## src/rtl/tx_iq_framer_pkg.sv

```systemverilog
// Shared types and helpers for the transmit I/Q framer.
package tx_framer_pkg;

  typedef enum logic [1:0] {
    IDLE  = 2'd0,
    PRIME = 2'd1,
    RUN   = 2'd2
  } state_t;

  localparam int DATA_W_DEF = 12;
  localparam int UF_CNT_W   = 16;

  // One I slot and one Q slot per channel.
  function automatic int slot_cnt(input int ch_num);
    return 2 * ch_num;
  endfunction

  // Frame marker for slot k: 1T marks only the I slot, 2T marks both ch0 slots.
  function automatic logic frame_bit(input int ch_num, input int k);
    return (ch_num == 1) ? (k == 0) : (k < 2);
  endfunction

endpackage

```

## src/rtl/tx_iq_framer_sync_fifo.sv

```systemverilog
// Single-clock FIFO with show-ahead read data, full/empty flags and fill level.
module sync_fifo #(
  parameter int WIDTH = 24,
  parameter int DEPTH = 8
) (
  input  logic                     clk,
  input  logic                     rst,
  input  logic                     wr_en,
  input  logic [WIDTH-1:0]         wr_data,
  input  logic                     rd_en,
  output logic [WIDTH-1:0]         rd_data,
  output logic                     full,
  output logic                     empty,
  output logic [$clog2(DEPTH):0]   level
);

  localparam int AW = $clog2(DEPTH);

  logic [WIDTH-1:0] mem [DEPTH];
  logic [AW-1:0]    wr_ptr;
  logic [AW-1:0]    rd_ptr;
  logic [AW:0]      cnt;
  logic             do_wr;
  logic             do_rd;

  // A write into a full FIFO is accepted only when the head leaves in the same cycle.
  assign do_wr   = wr_en && (!full || rd_en);
  assign do_rd   = rd_en && !empty;
  assign full    = (cnt == (AW+1)'(DEPTH));
  assign empty   = (cnt == '0);
  assign level   = cnt;
  assign rd_data = mem[rd_ptr];

  // Storage array, no reset needed: contents are qualified by the count.
  always_ff @(posedge clk) begin
    if (do_wr) begin
      mem[wr_ptr] <= wr_data;
    end
  end

  // Pointers and occupancy count.
  always_ff @(posedge clk) begin
    if (rst) begin
      wr_ptr <= '0;
      rd_ptr <= '0;
      cnt    <= '0;
    end else begin
      if (do_wr) begin
        wr_ptr <= wr_ptr + AW'(1);
      end
      if (do_rd) begin
        rd_ptr <= rd_ptr + AW'(1);
      end
      if (do_wr && !do_rd) begin
        cnt <= cnt + (AW+1)'(1);
      end else if (!do_wr && do_rd) begin
        cnt <= cnt - (AW+1)'(1);
      end
    end
  end

endmodule

```

## src/rtl/tx_iq_framer.sv

```systemverilog
// Transmit I/Q framer: per-channel FIFOs feeding a time-interleaved AD9361 TX bus.
// Optional macro TX_FRAMER_PATTERN_EN adds pattern_sel, which replaces FIFO data
// with a per-frame ramp (I = ramp, Q = ~ramp) while streaming.
//
// state | meaning
// IDLE  | outputs zero, no pops, waits for enable
// PRIME | waits until every FIFO holds at least PREFILL entries
// RUN   | emits one frame per 2*CH_NUM cycles, pops all channels together at slot 0
module tx_iq_framer
  import tx_framer_pkg::*;
#(
  parameter int DATA_W     = DATA_W_DEF,
  parameter int CH_NUM     = 1,
  parameter int FIFO_DEPTH = 8,
  parameter int PREFILL    = 2
) (
  input  logic                       clk_32d768M,
  input  logic                       rst_32d768M,
`ifdef TX_FRAMER_PATTERN_EN
  input  logic                       pattern_sel,
`endif
  input  logic                       enable,
  input  logic [CH_NUM-1:0]          s_valid,
  output logic [CH_NUM-1:0]          s_ready,
  input  logic [CH_NUM*DATA_W-1:0]   s_i,
  input  logic [CH_NUM*DATA_W-1:0]   s_q,
  output logic [DATA_W-1:0]          tx_d,
  output logic                       tx_frame,
  output logic                       tx_run,
  output logic                       underflow,
  output logic [UF_CNT_W-1:0]        underflow_cnt
);

  localparam int SLOTS = slot_cnt(CH_NUM);
  localparam int KW    = (SLOTS > 2) ? $clog2(SLOTS) : 1;
  localparam int LW    = $clog2(FIFO_DEPTH) + 1;
  localparam logic [KW-1:0] K_LAST = KW'(SLOTS - 1);

  state_t              state;
  state_t              state_nxt;
  logic [KW-1:0]       k;
  logic [KW-1:0]       k_nxt;
  logic                ready_en;
  logic                pop;
  logic                all_ready;
  logic                frame_start;
  logic                uf_evt;
  logic                ramp_step;
  logic                pat_mode;
  logic [CH_NUM-1:0]   full;
  logic [CH_NUM-1:0]   empty;
  logic [CH_NUM-1:0]   wr_en;
  logic [CH_NUM-1:0]   prefilled;
  logic [LW-1:0]       level [CH_NUM];
  logic [2*DATA_W-1:0] head  [CH_NUM];
  logic [DATA_W-1:0]   load_d [SLOTS];
  logic [DATA_W-1:0]   slot_d [SLOTS];
  logic [DATA_W-1:0]   ramp;

`ifdef TX_FRAMER_PATTERN_EN
  assign pat_mode = pattern_sel;
`else
  assign pat_mode = 1'b0;
`endif

  // ready_en holds s_ready low through reset and for the release edge.
  assign s_ready   = {CH_NUM{ready_en}} & ~full;
  assign wr_en     = s_valid & s_ready;
  assign all_ready = ~|empty;

  for (genvar c = 0; c < CH_NUM; c++) begin : g_ch
    sync_fifo #(
      .WIDTH (2*DATA_W),
      .DEPTH (FIFO_DEPTH)
    ) u_fifo (
      .clk     (clk_32d768M),
      .rst     (rst_32d768M),
      .wr_en   (wr_en[c]),
      .wr_data ({s_i[c*DATA_W +: DATA_W], s_q[c*DATA_W +: DATA_W]}),
      .rd_en   (pop),
      .rd_data (head[c]),
      .full    (full[c]),
      .empty   (empty[c]),
      .level   (level[c])
    );
    assign prefilled[c] = (level[c] >= LW'(PREFILL));
  end

  // Sequencer state and slot counter.
  always_ff @(posedge clk_32d768M) begin
    if (rst_32d768M) begin
      state <= IDLE;
      k     <= '0;
    end else begin
      state <= state_nxt;
      k     <= k_nxt;
    end
  end

  // Next state; slot 0 of each RUN frame decides between pop, pattern and underflow.
  always_comb begin
    state_nxt   = state;
    k_nxt       = k;
    pop         = 1'b0;
    uf_evt      = 1'b0;
    ramp_step   = 1'b0;
    frame_start = 1'b0;
    unique case (state)
      IDLE: begin
        k_nxt = '0;
        if (enable) begin
          state_nxt = PRIME;
        end
      end
      PRIME: begin
        k_nxt = '0;
        if (!enable) begin
          state_nxt = IDLE;
        end else if (&prefilled) begin
          state_nxt = RUN;
        end
      end
      RUN: begin
        if (k == '0) begin
          frame_start = 1'b1;
          if (pat_mode) begin
            ramp_step = 1'b1;
          end else if (all_ready) begin
            pop = 1'b1;
          end else begin
            uf_evt = 1'b1;
          end
        end
        if (k == K_LAST) begin
          k_nxt = '0;
          if (!enable) begin
            state_nxt = IDLE;
          end
        end else begin
          k_nxt = k + KW'(1);
        end
      end
      default: begin
        state_nxt = IDLE;
        k_nxt     = '0;
      end
    endcase
  end

  // Words captured at frame start: ramp, FIFO heads, or zeros on underflow.
  always_comb begin
    for (int s = 0; s < SLOTS; s++) begin
      load_d[s] = '0;
    end
    for (int c = 0; c < CH_NUM; c++) begin
      if (pat_mode) begin
        load_d[2*c]   = ramp;
        load_d[2*c+1] = ~ramp;
      end else if (all_ready) begin
        load_d[2*c]   = head[c][2*DATA_W-1 -: DATA_W];
        load_d[2*c+1] = head[c][DATA_W-1:0];
      end
    end
  end

  // Frame registers hold the remaining slots while slot 0 goes straight to the bus.
  always_ff @(posedge clk_32d768M) begin
    if (rst_32d768M) begin
      for (int s = 0; s < SLOTS; s++) begin
        slot_d[s] <= '0;
      end
    end else if (frame_start) begin
      for (int s = 0; s < SLOTS; s++) begin
        slot_d[s] <= load_d[s];
      end
    end
  end

  // Registered output bus.
  always_ff @(posedge clk_32d768M) begin
    if (rst_32d768M) begin
      tx_d     <= '0;
      tx_frame <= 1'b0;
      tx_run   <= 1'b0;
      ready_en <= 1'b0;
    end else begin
      ready_en <= 1'b1;
      tx_run   <= (state == RUN);
      if (state == RUN) begin
        tx_frame <= frame_bit(CH_NUM, int'(k));
        tx_d     <= frame_start ? load_d[0] : slot_d[k];
      end else begin
        tx_frame <= 1'b0;
        tx_d     <= '0;
      end
    end
  end

  // Test ramp and underflow bookkeeping.
  always_ff @(posedge clk_32d768M) begin
    if (rst_32d768M) begin
      ramp          <= '0;
      underflow     <= 1'b0;
      underflow_cnt <= '0;
    end else begin
      if (ramp_step) begin
        ramp <= ramp + DATA_W'(1);
      end
      if (uf_evt) begin
        underflow <= 1'b1;
        if (underflow_cnt != {UF_CNT_W{1'b1}}) begin
          underflow_cnt <= underflow_cnt + UF_CNT_W'(1);
        end
      end
    end
  end

endmodule

```

## config.mk

```make
export PLATFORM = sky130hd
export DESIGN_NAME = tx_iq_framer
export DESIGN_NICKNAME = d
export VERILOG_FILES = /design/src/rtl/tx_iq_framer_pkg.sv /design/src/rtl/tx_iq_framer_sync_fifo.sv /design/src/rtl/tx_iq_framer.sv
export SDC_FILE = /design/constraint.sdc
export NUM_CORES = 1
export LEC_CHECK = 0
export CORE_MARGIN = 1.5
export CORE_UTILIZATION = 30
export DETAILED_ROUTE_END_ITERATION = 12
export GPL_ROUTABILITY_DRIVEN = 0
export MAX_ROUTING_LAYER = met4
export SYNTH_ARGS = -nofsm -noshare
export SYNTH_HDL_FRONTEND = slang
export SYNTH_SLANG_ARGS = --single-unit
```

## constraint.sdc

```tcl
create_clock -name clk_32d768M -period 4.4 [get_ports clk_32d768M]
set_input_delay 0.88 -clock clk_32d768M [delete_from_list [all_inputs] [get_ports clk_32d768M]]
set_output_delay 0.88 -clock clk_32d768M [all_outputs]
set_load 0.01 [all_outputs]
```

==> results of run 1 <==
==> layer usage <==
layer / global-route usage (%)
met1: 16.5
met3: 2.80
met2: 19.2
met4: 2.52
met5: -
==> kinds of logic after synthesis <==
group | share of synthesized area, %
adders and majority gates | 0.981
AOI/OAI and AO/OA | 2.49
and+or+nand+nor | 6.88
xor gates and xnor gates | 0.452
DFF | 73.1
buffers and inverters | 1.17
muxes | 15.0
==> synthesized netlist by cell type, types with 3 or more instances <==
cell | n | area share (%)
nor4b_1 | 5 | 0.45
nor4_1 | 5 | 0.32
nand2_1 | 15 | 0.58
or3_1 | 4 | 0.26
mux2_2 | 7 | 0.81
o31ai_1 | 6 | 0.46
dfxtp_1 | 48 | 9.9
or4_1 | 6 | 0.46
nor2b_1 | 7 | 0.45
inv_1 | 4 | 0.15
nor3_1 | 4 | 0.21
a21o_1 | 12 | 0.93
mux2i_1 | 29 | 3.0
ha_1 | 6 | 0.77
xor2_1 | 3 | 0.27
nor2_1 | 55 | 2.1
edfxtp_1 | 204 | 63
mux4_2 | 48 | 11
buf_2 | 4 | 0.21
nand2b_1 | 5 | 0.32
a21oi_1 | 14 | 0.72
nand3_1 | 4 | 0.21
buf_1 | 6 | 0.23
clkbuf_1 | 15 | 0.58
nand4_1 | 7 | 0.45
==> stage by stage <==
step / hold WS [ns] / util [%] / area [sq um]
after detailed placement: 0.427 / 34.2 / 10800
after global placement: 0.423 / 34.2 / 10800
after global routing: 0.466 / 36.5 / 11600
after floorplan: 0.419 / - / 9700
after CTS: 0.442 / 36.5 / 11600
==> impl_metrics.csv, run 1 <==
group,metric,value,unit
logic_synthesis,postSynthAreaPerCell,17.8,sq um
floorplanning,rows,65,
global_routing,grt_util_all_layers,12.3,%
logic_synthesis,synth_cell_types,40,
floorplanning,initial_core_util,30.6,%
outcome,stop_stage,"detailed routing (5_2_route)",
logic_synthesis,yosysSeqAreaShare,73.1,%
cts,clock-sinks,252,
global_routing,grt_pass1_wl,30.1,mm
cts,postCtsSetupBuffers,0,
global_routing,grt_max_degree,34,
cts,cts_hold_buffers,0,
cts,cts_made_buffers,24,
place,io_buffers,59,
logic_synthesis,synthFlopType,"edfxtp_1",
logic_synthesis,async_reset_ff_share,0,%
cts,cts_root_buf,"clkbuf_16",
logic_synthesis,netlist_instances,544,
outcome,error,"[ERROR DRT-0255] Maze Route cannot find path of net clk_32d768M in worker of routeBox ( 144900 0 ) ( 182795 48300 ).",
cts,clock_path_buffers,3,
logic_synthesis,syn-num-nets,579,
floorplanning,die_w,183,um
cts,cts_resized,0,
floorplanning,dieHeight,183,um
place,hpwl,11.2,mm
logic_synthesis,synth-seq-cells,252,
place,dp_cells,993,
logic_synthesis,synth_edf_count,204,
place,pre_cts_ws,1.19,ns
logic_synthesis,synth_area,9700,sq um
floorplanning,ioPinCount,60,
global_routing,antenna_found_initial,2,
global_routing,grt_pass1_vias,5043,
global_routing,grt-ovfl-total,0,
outcome,run_status,"stopped before the end",
logic_synthesis,yosys_warnings,0,
cts,htree_num_levels,1,
==> run 2: changes to the inputs <==
--- a/config.mk
+++ b/config.mk
@@ -6,10 +6,10 @@
 export NUM_CORES = 1
 export LEC_CHECK = 0
 export CORE_MARGIN = 1.5
-export CORE_UTILIZATION = 30
+export CORE_UTILIZATION = 20
 export DETAILED_ROUTE_END_ITERATION = 12
 export GPL_ROUTABILITY_DRIVEN = 0
-export MAX_ROUTING_LAYER = met4
+export PLACE_DENSITY_LB_ADDON = 0.15
 export SYNTH_ARGS = -nofsm -noshare
 export SYNTH_HDL_FRONTEND = slang
 export SYNTH_SLANG_ARGS = --single-unit
==> impl_metrics.csv, run 2 <==
group,metric,value,unit
logic_synthesis,synth.top_cell.area_share,63.2,%
cells_and_area,final_cell_mix,"204 x edfxtp_1, 59 x clkdlybuf4s50_1, 49 x nor2_1",
timing,finalSetupViolations,0,
cts,cts_root_buf,"clkbuf_16",
floorplanning,coreArea,47700,sq um
timing,hold_ws,0.450,ns
logic_synthesis,yosys_warnings,0,
power,switchingPower,1.06,mW
floorplanning,initial_core_util,20.3,%
worst_setup_path,criticalPathCategory,"register to output port",
worst_setup_path,required,3.52,ns
routing,wl_per_cell,18.3,um
routing,drt_iter0_markers,266,
routing,wl,23.1,mm
logic_synthesis,ys_top_cells_by_area,"edfxtp_1 63%, mux4_2 11%, dfxtp_1 9.9%",
logic_synthesis,synth_most_common_cell,"edfxtp_1",
logic_synthesis,yosysSeqAreaShare,73.1,%
timing,finalMaxSlewViolations,0,
worst_setup_path,critPathLaunch,"g_ch[0].u_fifo.level[0]",
power,irDropWorstVdd,0.225,mV
job,cap_violations,0,
logic_synthesis,synth-seq-cells,252,
timing,worst_slew_pin_slew,0.868,ns
logic_synthesis,synth_edf_count,204,
timing,rsz0062_at_grt,"false",
logic_synthesis,postSynthAreaPerCell,17.8,sq um
hold_path,min-delay-start,"slot_d[1][11]",
power,p_int,3.99,mW
cts,clock-sinks,252,
routing,first_pass_iters,6,
cts,cts_resized,0,
cts,postCtsSetupBuffers,0,
timing,finalClockSkew,0.0198,ns
timing,hold_viol,0,
worst_setup_path,startpoint_type,"register",
floorplanning,die-area,49800,sq um
worst_setup_path,r2r_start,"g_ch[0].u_fifo.level[0]",
global_routing,grt_util_all_layers,9.28,%
routing,vias_per_cell,4.06,
power,p_clk_share,43.8,%
global_routing,grt_max_degree,25,
cells_and_area,largest_register,"g_ch.u_fifo.mem",
cts,cts_hold_buffers,0,
cts,htree_num_levels,1,
worst_setup_path,r2r_end,"g_ch[0].u_fifo.level[3]",
global_routing,grt_pass1_vias,5397,
hold_path,min_path_cells,1,
logic_synthesis,syn-num-nets,579,
cts,clk_latency,0.55,ns
power,p_per_area,422,nW/um^2
cells_and_area,layout.nets,658,
timing,finalCriticalPeriod,3.18,ns
worst_setup_path,arrival,2.30,ns
hold_path,hp-class,"register to register",
floorplanning,die_w,223,um
cells_and_area,antenna_cells,0,
cells_and_area,layout-drive-gt1-share,19.3,%
global_routing,antenna_found_initial,0,
logic_synthesis,netlist_instances,544,
logic_synthesis,synth_largest_area_cell,"edfxtp_1",
cells_and_area,final_common_cell,"edfxtp_1",
logic_synthesis,netlist_top_cells_count,"204 x edfxtp_1, 55 x nor2_1, 48 x dfxtp_1, 48 x mux4_2, 29 x mux2i_1",
routing,vias,5106,
logic_synthesis,synth_area,9700,sq um
outcome,run_status,"complete, no violations",
place,hpwl,13.6,mm
timing,relSlewSlack,42.0,%
cts,cts_made_buffers,28,
worst_setup_path,worstRegToRegCells,9,
cells_and_area,largest_register_ff_count,192,
cells_and_area,areaGrowthSynthToFinish,23.3,%
routing,ant_nets,0,
cts,clock_path_buffers,3,
global_routing,grt-ovfl-total,0,
power,pwr-share-comb,4.0,%
timing,setup-tns-final,0,ns
timing,timing.final.crit_share,72.3,%
floorplanning,dieHeight,223,um
cells_and_area,top_regs,"g_ch.u_fifo.mem (192), underflow_cnt (16)",
power,power_leakage,3.71,nW
timing,max_clock_freq,0.314,GHz
logic_synthesis,synth_cell_types,40,
worst_setup_path,r2r_setup_slack,1.34,ns
floorplanning,ioPinCount,60,
power,swShare,21.0,%
power,power.share.sequential,52.3,%
worst_setup_path,cp-end-kind,"output port",
place,io_buffers,59,
floorplanning,rows,80,
cts,cts_tree,"done",
logic_synthesis,async_reset_ff_share,0,%
logic_synthesis,synthFlopType,"edfxtp_1",
worst_setup_path,crit_fanout,6,
global_routing,grt_pass1_wl,34.4,mm
routing,drc,0,
hold_path,hold_path_end,"tx_d[11]",
cts,clk_pin_slew,0.06,ns
## run 2: cell counts after synthesis
No cell type changed its count.
## run 2: area by class of cell
class                      count  area (sq um)
clock inverter                16           134
multi-input combinational    263          2520
clock buffer                  35           727
fill                        4863         35800
tap                          615           769
timing repair buffer          74           703
inverter                       4          15.0
sequential                   252          7090
## run 2: cell families after synthesis
kind of cell,Yosys count,synth area share [%]
DFF,252,73.1
and+or+nand+nor,130,6.88
muxes,84,15.0
AOI/OAI and AO/OA,37,2.49
buffers and inverters,29,1.17
adders and majority gates,7,0.981
xor gates and xnor gates,5,0.452
## run 2: worst max-delay path: stages, from the launching register on
cell and delay (ns):
dfxtp_1 0.38, or4b_2 0.73, and2_1 0.19, clkdlybuf4s50_1 0.47
## run 2: how the worst max path moves through the flow
stage,end,slack [ns],depth (start not counted)
after CTS,s_ready,1.18,3
final,s_ready,1.22,3
after global routing,s_ready,1.13,3
after global placement,g_ch[0].u_fifo.level[3],1.15,9
after detailed placement,g_ch[0].u_fifo.level[3],1.09,9
after floorplan,g_ch[0].u_fifo.mem[0][0],0.96,4
## run 2: through the flow
step                      area [sq um]  total power [mW]  util [%]  setup slack, ns  std cells
after CTS                        12000              5.14      25.1             1.18       1259
after global placement           11100              2.89      23.2             1.15       1208
after global routing             12000              5.24      25.1             1.13       1259
final                            12000              5.05      25.1             1.22       1259
after floorplan                   9700              2.79         -            0.962        544
after detailed placement         11100              2.89      23.2             1.09       1208
## run 2: routing by layer
| metal | vias up | track usage, % | part of all wire, % |
|---|---|---|---|
| met5 | - | 0 | 0 |
| met1 | 2643 | 12.6 | 47 |
| li1 | 2310 | - | - |
| met4 | 0 | 2.24 | 2.0 |
| met2 | 123 | 15.0 | 46 |
| met3 | 30 | 2.08 | 4.5 |
## run 2: power by group through the flow
stage / Combinational, mW / Clock [mW] / Sequential (mW)
floorplan: 0.110 / 0 / 2.68
global placement: 0.201 / 0 / 2.69
detailed placement: 0.205 / 0 / 2.69
CTS: 0.207 / 2.29 / 2.64
global route: 0.222 / 2.38 / 2.64
finish: 0.199 / 2.21 / 2.64
Power figures use the tool's default switching activity.
==> run 3: changes to the inputs <==
==> constraint.sdc (replaced) <==
create_clock -name clk_32d768M -period 3 [get_ports clk_32d768M]
set_input_delay 0.6 -clock clk_32d768M [delete_from_list [all_inputs] [get_ports clk_32d768M]]
set_output_delay 0.6 -clock clk_32d768M [all_outputs]
set_load 0.01 [all_outputs]
==> impl_metrics.csv, run 3 (synthesized netlist as in run 2, its figures left out) <==
group,metric,value,unit
floorplanning,dieHeight,223,um
cells_and_area,layout-drive-gt1-share,20.7,%
floorplanning,coreArea,47700,sq um
cells_and_area,top_regs,"g_ch.u_fifo.mem (192), underflow_cnt (16)",
routing,ant_nets,0,
cells_and_area,largest_register,"g_ch.u_fifo.mem",
cells_and_area,fill_cells,4847,
worst_setup_path,cp-end-kind,"register",
power,p_int,5.88,mW
power,p_per_area,610,nW/um^2
worst_setup_path,cp_num_buf_inv,1,
floorplanning,die_w,223,um
cts,clock-sinks,252,
worst_setup_path,required,3.43,ns
global_routing,grt-ovfl-total,0,
routing,vias_per_cell,4.03,
power,switchingPower,1.54,mW
routing,drc,0,
timing,finalCriticalPeriod,2.87,ns
cts,cts_hold_buffers,0,
power,pwr-share-comb,4.5,%
cts,clock_path_buffers,3,
cells_and_area,final_cell_mix,"204 x edfxtp_1, 59 x clkdlybuf4s50_1, 49 x nor2_1",
timing,setup-tns-final,0,ns
routing,first_pass_iters,4,
power,power_leakage,3.78,nW
worst_setup_path,crit_fanout,6,
worst_setup_path,criticalPathCategory,"register to register",
global_routing,grt_util_all_layers,9.42,%
routing,wl_per_cell,18.4,um
timing,rsz0062_at_grt,"false",
cts,clk_pin_slew,0.06,ns
power,irDropWorstVdd,0.407,mV
place,dp_cells,1217,
global_routing,grt_pass1_vias,5420,
floorplanning,rows,80,
cts,cts_tree,"done",
power,p_clk_share,43.4,%
place,hpwl,13.8,mm
cells_and_area,antenna_cells,0,
routing,wl,23.3,mm
timing,finalClockSkew,0.0183,ns
cells_and_area,layout.nets,666,
cts,clk_latency,0.56,ns
place,io_buffers,59,
job,cap_violations,0,
cts,cts_root_buf,"clkbuf_16",
worst_setup_path,cp_slowest_cell,"or4b_2",
power,finalPower,7.42,mW
worst_setup_path,crit_chain,"or4b_2 -> and3_1 -> ha_1 -> inv_2 -> ha_1 -> a21o_2 -> a21oi_2 -> mux2i_1 -> mux2_2",
cells_and_area,largest_register_ff_count,192,
outcome,run_status,"complete, no violations",
timing,relSlewSlack,43.6,%
timing,hold_viol,0,
global_routing,antenna_found_initial,1,
timing,hold_ws,0.445,ns
global_routing,grt_pass1_wl,34.6,mm
power,swShare,20.7,%
worst_setup_path,critPathTopFamily,"simple AND/OR/NAND/NOR gates",
worst_setup_path,cpMostUsedCell,"ha_1",
global_routing,grt_max_degree,35,
worst_setup_path,slowest_delay,0.67,ns
floorplanning,initial_core_util,20.3,%
power,power.share.sequential,52.1,%
floorplanning,ioPinCount,60,
cells_and_area,areaGrowthSynthToFinish,25.4,%
timing,timing.final.crit_share,95.5,%
routing,vias,5103,
timing,finalMaxSlewViolations,0,
cells_and_area,stdcell_count,1266,
cells_and_area,final_common_cell,"edfxtp_1",
floorplanning,die-area,49800,sq um
timing,max_clock_freq,0.349,GHz
hold_path,hp-class,"register to register",
timing,finalSetupViolations,0,
worst_setup_path,startpoint_type,"register",
worst_setup_path,arrival,3.30,ns
timing,worst_slew_pin_slew,0.846,ns
routing,drt_iter0_markers,342,
cts,cts_made_buffers,27,
cts,htree_num_levels,1,
==> run 3: cell types whose count changed in the layout (fill, tap and decap cells not counted), sizes merged <==
cell	before	now
inv	4	5
clkinvlp	1	0
buf	15	24
clkbuf	35	39
clkinv	13	7
==> run 3: worst paths after layout <==
check | slack [ns] | start | depth (start not counted) | endpoint
worst min register to register | 0.44 | slot_d[1][0] | 1 | tx_d[0]
worst min-delay path | 0.44 | slot_d[1][0] | 1 | tx_d[0]
worst max register to register | 0.13 | g_ch[0].u_fifo.level[2] | 9 | g_ch[0].u_fifo.level[3]
worst max-delay path | 0.13 | g_ch[0].u_fifo.level[2] | 9 | g_ch[0].u_fifo.level[3]
==> run 3: timing repair <==
item / CTS / global route
buffers inserted: 0 / 0
hold endpoints to repair: 0 / 0
gates resized for setup: 0 / 3
setup endpoints to repair: 0 / 1
==> run 3: through the flow <==
stage                     instance area (sq um)  util [%]  setup slack (ns)
after detailed placement                  11300      23.7            0.0489
final                                     12200      25.5             0.134
after CTS                                 12200      25.5            0.0568
after global routing                      12200      25.5            0.0305
after global placement                    11300      23.7             0.154
after floorplan                            9710         -            0.0881
==> run 3: routing by layer <==
| metal | vias up | GRT usage [%] | routed length, um | part of all wire [%] |
|---|---|---|---|---|
| li1 | 2320 | - | - | - |
| met1 | 2647 | 12.7 | 11100 | 47 |
| met2 | 100 | 15.4 | 10900 | 47 |
| met3 | 34 | 2.13 | 939 | 4.0 |
| met4 | 2 | 1.97 | 414 | 1.8 |
| met5 | - | 0 | 17 | 0.073 |
==> run 3: layout make-up <==
type / instances / area, sq um / area share [%]
timing repair buffer: 83 / 896 / 7.37
clock buffer: 39 / 741 / 6.09
inverter: 4 / 15.0 / 0.123
multi-input combinational: 263 / 2540 / 20.9
tap: 615 / 769 / 6.33
clock inverter: 10 / 110 / 0.905
sequential: 252 / 7090 / 58.3
==> run 3: power groups by stage <==
stage	clock, mW	sequential (mW)	combinational [mW]
5_1_grt	3.45	3.87	0.371
3_5_place_dp	0	3.94	0.341
4_1_cts	3.33	3.86	0.342
6_report	3.22	3.86	0.337
2_1_floorplan	0	3.93	0.162
3_3_place_gp	0	3.93	0.330
==> run 3: worst register-to-register path: stages, from the launching register on <==
cell     delay (ns)
dfxtp_1        0.37
or4b_2         0.67
and3_1         0.23
ha_1           0.20
inv_2          0.10
ha_1           0.23
a21o_2         0.21
a21oi_2        0.16
mux2i_1        0.24
mux2_2         0.35
